--- src/rtl/if_id_flush_reg.sv ---
// IF/ID pipeline register: captures PC/instruction, holds on stall, and injects
// FLUSH_CYCLES NOP bubbles on a flush request. Optional bubble counter: IF_ID_FLUSH_COUNT_EN.
module if_id_flush_reg #(
  parameter int          XLEN         = 32,
  parameter logic [31:0] NOP_INSTR    = 32'h00000013,
  parameter int          FLUSH_CYCLES = 1
) (
  input  logic            clk,
  input  logic            reset,
  input  logic [XLEN-1:0] pcIn,
  input  logic [31:0]     instrIn,
  input  logic            stall,
  input  logic            nopEnable,
  output logic [XLEN-1:0] pcOut,
  output logic [31:0]     instrOut,
  output logic            validOut,
  output logic            flushActive,
  output logic [31:0]     flushCount
);

  typedef enum logic [1:0] {RUN, FLUSH, STALL} state_t;

  localparam logic [2:0] CNT_INIT = 3'(FLUSH_CYCLES - 1);

  state_t          stateReg, stateNext;
  logic [2:0]      cntReg, cntNext;
  logic [XLEN-1:0] pcNext;
  logic [31:0]     instrNext;
  logic            validNext, flushNext;
  logic            loadBubble;

  always_comb begin
    stateNext  = stateReg;
    cntNext    = cntReg;
    pcNext     = pcOut;
    instrNext  = instrOut;
    validNext  = validOut;
    flushNext  = flushActive;
    loadBubble = 1'b0;
    case (stateReg)
      FLUSH: begin
        // stall is ignored while bubbles drain; a new request restarts the count
        loadBubble = 1'b1;
        if (nopEnable) begin
          cntNext   = CNT_INIT;
          stateNext = (CNT_INIT != 3'd0) ? FLUSH : RUN;
        end else begin
          cntNext   = cntReg - 3'd1;
          stateNext = (cntReg == 3'd1) ? RUN : FLUSH;
        end
      end
      default: begin
        if (nopEnable) begin
          loadBubble = 1'b1;
          cntNext    = CNT_INIT;
          stateNext  = (CNT_INIT != 3'd0) ? FLUSH : RUN;
        end else if (stall) begin
          stateNext = STALL;
        end else begin
          pcNext    = pcIn;
          instrNext = instrIn;
          validNext = 1'b1;
          flushNext = 1'b0;
          stateNext = RUN;
        end
      end
    endcase
    // a bubble keeps the last PC so decode still sees a sensible address
    if (loadBubble) begin
      instrNext = NOP_INSTR;
      validNext = 1'b0;
      flushNext = 1'b1;
    end
  end

  always_ff @(posedge clk or posedge reset) begin
    if (reset) begin
      stateReg    <= RUN;
      cntReg      <= 3'd0;
      pcOut       <= '0;
      instrOut    <= NOP_INSTR;
      validOut    <= 1'b0;
      flushActive <= 1'b0;
    end else begin
      stateReg    <= stateNext;
      cntReg      <= cntNext;
      pcOut       <= pcNext;
      instrOut    <= instrNext;
      validOut    <= validNext;
      flushActive <= flushNext;
    end
  end

`ifdef IF_ID_FLUSH_COUNT_EN
  logic [31:0] flushCountReg;

  always_ff @(posedge clk or posedge reset) begin
    if (reset)           flushCountReg <= '0;
    else if (loadBubble) flushCountReg <= flushCountReg + 32'd1;
  end

  assign flushCount = flushCountReg;
`else
  assign flushCount = '0;
`endif

endmodule
--- config.mk ---
export PLATFORM = sky130hd
export DESIGN_NAME = if_id_flush_reg
export DESIGN_NICKNAME = d
export VERILOG_FILES = /design/src/rtl/if_id_flush_reg.sv
export SDC_FILE = /design/constraint.sdc
export NUM_CORES = 1
export LEC_CHECK = 0
export CAP_MARGIN = 20
export CORE_ASPECT_RATIO = 0.8
export CORE_UTILIZATION = 36
export DETAILED_ROUTE_END_ITERATION = 10
export PLACE_DENSITY = 0.77
export SLEW_MARGIN = 25
export SYNTH_ARGS = -nofsm -noshare
export SYNTH_HDL_FRONTEND = slang
export SYNTH_SLANG_ARGS = --single-unit
--- constraint.sdc ---
create_clock -name clk -period 2 [get_ports clk]
set_input_delay 0.4 -clock clk [delete_from_list [all_inputs] [get_ports clk]]
set_output_delay 0.4 -clock clk [all_outputs]
set_load 0.01 [all_outputs]
**After elaboration in Yosys (flattened, before gate mapping)**

Index checks and enable logic that the tools add are counted.
Widths: inputs -> output; s select.

- Flip-flop bits (word level): 71
- Input bits: 68

- Add/sub/neg operators: 1
- Equality and inequality tests: 5
- Mux-type cells: 22
- Bitwise logic cells: 3
- Reductions and logical operators: 3

Operators with widths:

| kind | count |
|---|---|
| $mux 32 | 4 |
| $mux 1 | 12 |
| $mux 3 | 3 |
| $mux 2 | 3 |
| $reduce_and 3->1 | 2 |
| $ne 2x1->1 const B | 2 |
| $eq 3x1->1 const B | 1 |
| $not 1->1 | 3 |
| $sub 3x1->3 const B | 1 |
| $eq 2x1->1 const B | 1 |
| $ne 2x2->1 const B | 1 |
| $reduce_bool 2->1 | 1 |

**Logic depth before layout (Yosys ltp)**

- Word-level depth: 4
- Gate-level depth with buffers: 5
- Mapped depth without buffers: 5

**Least setup slack after synthesis**

No wires, ideal clock.

- Path type: input-to-reg
- From: input port stall
- To: register pcOut[0]
- Setup time: 0.125 ns
- Data arrival time: 1.437 ns
- Required time: 1.875 ns
- Path slack: 0.438 ns
- Cell stages on the path: 5
- Path buffers: 3
- Cells stage by stage: buf_6 -> or3_1 -> buf_6 -> buf_6 -> mux2_4

- Longest elaborated chain between the ends: 2

Ends and longest elaborated chain:

| element | line | source |
|---|---|---|
| from (decl) | 12 | `input logic stall,` |
| $not 1->1 (no source line) | n/a |  |
| $reduce_and 3->1 (no source line) | n/a |  |
| to (signal assigned) | 87 | `pcOut <= pcNext;` |
| to (decl) | 14 | `output logic [XLEN-1:0] pcOut,` |

Every way passes these cells.
A chain may end at the register's enable or synchronous reset.

**Final worst setup path**

- From: register instrOut[0]
- To: output port instrOut[0]

RTL lines:

| element | line | source |
|---|---|---|
| from (decl) | 15 | `output logic [31:0] instrOut,` |
| from (signal assigned) | 88 | `instrOut <= instrNext;` |

No word-level cell between the ends.

==> results.sh <==
export IMPL_max_freq_mhz=554
export IMPL_cts_tree="yes"
export IMPL_vias_per_cell=4.27
export IMPL_fin_area_mm2=0.00471
export IMPL_synthesis_area_mm2=0.00317
export IMPL_critPathKind="reg -> out"
export IMPL_yosysWarnings=0
export IMPL_worst_setup_path_start_kind="flip-flop"
export IMPL_grt_usage=0.152
export IMPL_ys_types=24
export IMPL_ff2ff_path_depth=4
export IMPL_yosysMostFrequentCell="dfrtp_1"
export IMPL_synthFlopType="dfrtp_1"
export IMPL_floorplan_die_area_mm2=0.00917
export IMPL_critPathArrivalTime_ns=1.40
export IMPL_cp_slowest_cell="dfstp_2"
export IMPL_n_fill_cell=742
export IMPL_hpwl_um=4880
export IMPL_power_density_mw_per_mm2=762
export IMPL_clockBufferDepth=2
export IMPL_core_area_mm2=0.00852
export IMPL_cts_clk_slew_worst_paths_ns=0.08
export IMPL_synth_area_top_cells="dfrtp_1 (54%), mux2_4 (14%), mux2i_1 (10%)"
export IMPL_grt_pass1_vias=2154
export IMPL_cp_end_kind="output port"
export IMPL_critPathMaxFanout=2
export IMPL_die_width_um=107
export IMPL_io_pins=166
export IMPL_crit_family="flip-flops"
export IMPL_hold_buffers=0
export IMPL_worst_path_buf_inv=1
export IMPL_area_growth_pct=48.8
export IMPL_clock_latency_ns=0.33
export IMPL_maxCapViolCount=0
export IMPL_gp_congestion=0.727
export IMPL_tightest_slew_ns=0.561
export IMPL_cp_num_cells=1
export IMPL_wl_per_cell_um=13.6
export IMPL_setup_viol=0
export IMPL_worstHoldPathType="in -> async"
export IMPL_antenna_found_initial=0
export IMPL_synth_seq_cells=71
export IMPL_slowest_delay_ns=0.54
export IMPL_drt_iter0_markers=56
export IMPL_drive_gt1_frac=0.153
export IMPL_slew_headroom=0.626
export IMPL_ir_drop_v=0.000384
export IMPL_postCtsSetupRepairBufs=0
export IMPL_cp_required_ns=1.60
export IMPL_rsz0062_at_grt="false"
export IMPL_start_util=0.372
export IMPL_ctsResizeCount=0
export IMPL_fin_crit_ns=1.80
export IMPL_status="finished clean"
export IMPL_synth_top_area_share=0.538
export IMPL_io_buffers=133
export IMPL_avgSynthCellArea_um2=13.5
export IMPL_grt_max_degree=46
export IMPL_cts_root_buf="clkbuf_8"
export IMPL_clock_sinks=71
export IMPL_path_cells="clkdlybuf4s50_1"
export IMPL_cts_buffers=9
export IMPL_grt_ovfl_total=0
export IMPL_diodes=0
export IMPL_firstDrtPassIters=4
export IMPL_finalSetupTns_ns=0
export IMPL_drv_slew=0
export IMPL_rows=30
export IMPL_fin_nets=444
export IMPL_whs_ns=0.479
export IMPL_htree_levels=3
export IMPL_synth_top_cells_by_count="dfrtp_1 (68), nor2_1 (34), buf_4 (32), mux2i_1 (32), mux2_4 (30)"
export IMPL_vias=2096
export IMPL_routed_wl_um=6670
export IMPL_p_leak_nw=2.22
export IMPL_die_y_um=85.9
export IMPL_synth_edf_count=0
export IMPL_syn_inst=235
export IMPL_skew_ns=0.00693
export IMPL_yosysSeqAreaShare=0.562
export IMPL_hold_viol=0
export IMPL_min_period_over_period=0.902
export IMPL_ant_nets=0
export IMPL_grt_pass1_wl_um=10600
export IMPL_ys_async_sr_fraction=1.00
export IMPL_drc=0
export IMPL_synth_area_leader_cell="dfrtp_1"
export IMPL_placed_area_mm2=0.00452
[state kept, by name (all words and copies together) (netlist names)]
name,cells
stateReg,2
cntReg,3
flushActive,1
pcOut,32
validOut,1
instrOut,32
[through the flow]
step	total power, mW	setup WS (ns)	utilization	instances
after floorplan	2.09	0.438	-	266
after global placement	2.50	-0.0494	0.531	475
after detailed placement	2.52	-0.0710	0.531	475
after CTS	3.65	0.172	0.553	491
after global routing	3.78	0.136	0.553	491
final	3.59	0.196	0.553	491
[cell families after synthesis]
| logic type | synth area share |
|---|---|
| xor gates and xnor gates | 0.00553 |
| AOI/OAI and AO/OA | 0.00553 |
| DFF | 0.562 |
| other | 0.00118 |
| muxes | 0.251 |
| buffers and inverters | 0.108 |
| and+or+nand+nor | 0.0589 |
| adders and majority gates | 0.00790 |
[layout make-up]
class	instances	area, µm²	share of cell area
Clock buffer	12	145	0.0308
Clock inverter	4	45.0	0.00956
Inverter	5	22.5	0.00478
Multi-Input combinational cell	147	1160	0.246
Sequential cell	71	1780	0.378
Tap cell	112	140	0.0297
Timing Repair Buffer	140	1420	0.301
[path summary, 6_finish.rpt]
| path | start | end | slack, ns |
|---|---|---|---|
| setup / recovery | instrOut[0] | instrOut[0] | 0.20 |
| hold / removal | reset | pcOut[11] | 0.48 |
| min in group clk | pcOut[23] | pcOut[23] | 0.50 |
| max in group asynchronous | reset | instrOut[4] | 1.22 |
| hold reg to reg | pcOut[23] | pcOut[23] | 0.50 |
| setup reg to reg | stateReg[0] | pcOut[22] | 0.34 |
[power breakdown]
| group | switching [mW] | total, mW | internal (mW) |
|---|---|---|---|
| clock | 0.501 | 1.11 | 0.605 |
| combinational | 0.296 | 0.824 | 0.527 |
| sequential | 0.0856 | 1.66 | 1.58 |
| total | 0.883 | 3.59 | 2.71 |
[metal layers]
metal	wire [µm]	track usage	vias up
li1	-	-	984
met1	3100	0.202	996
met2	2980	0.226	108
met3	531	0.0608	8
met4	62	0.0523	0
met5	0	0	-
[cell usage in the layout (no fill, tap or decap)]
cell / instances
a211oi_1: 1
a21oi_1: 1
and2_1: 1
buf_12: 3
buf_2: 1
buf_4: 4
bufinv_16: 1
clkbuf_1: 2
clkbuf_8: 10
clkdlybuf4s50_1: 132
clkinv_2: 3
clkinvlp_4: 1
conb_1: 32
dfrtp_1: 68
dfstp_2: 3
ha_1: 2
inv_1: 4
mux2_1: 2
mux2_4: 30
mux2i_1: 32
nand2_1: 5
nand3b_1: 1
nor2_1: 34
nor2b_4: 1
o21ai_1: 1
or2_1: 1
or3_2: 1
xnor2_1: 1
xor2_1: 1
(Power assumes the default switching activity.)
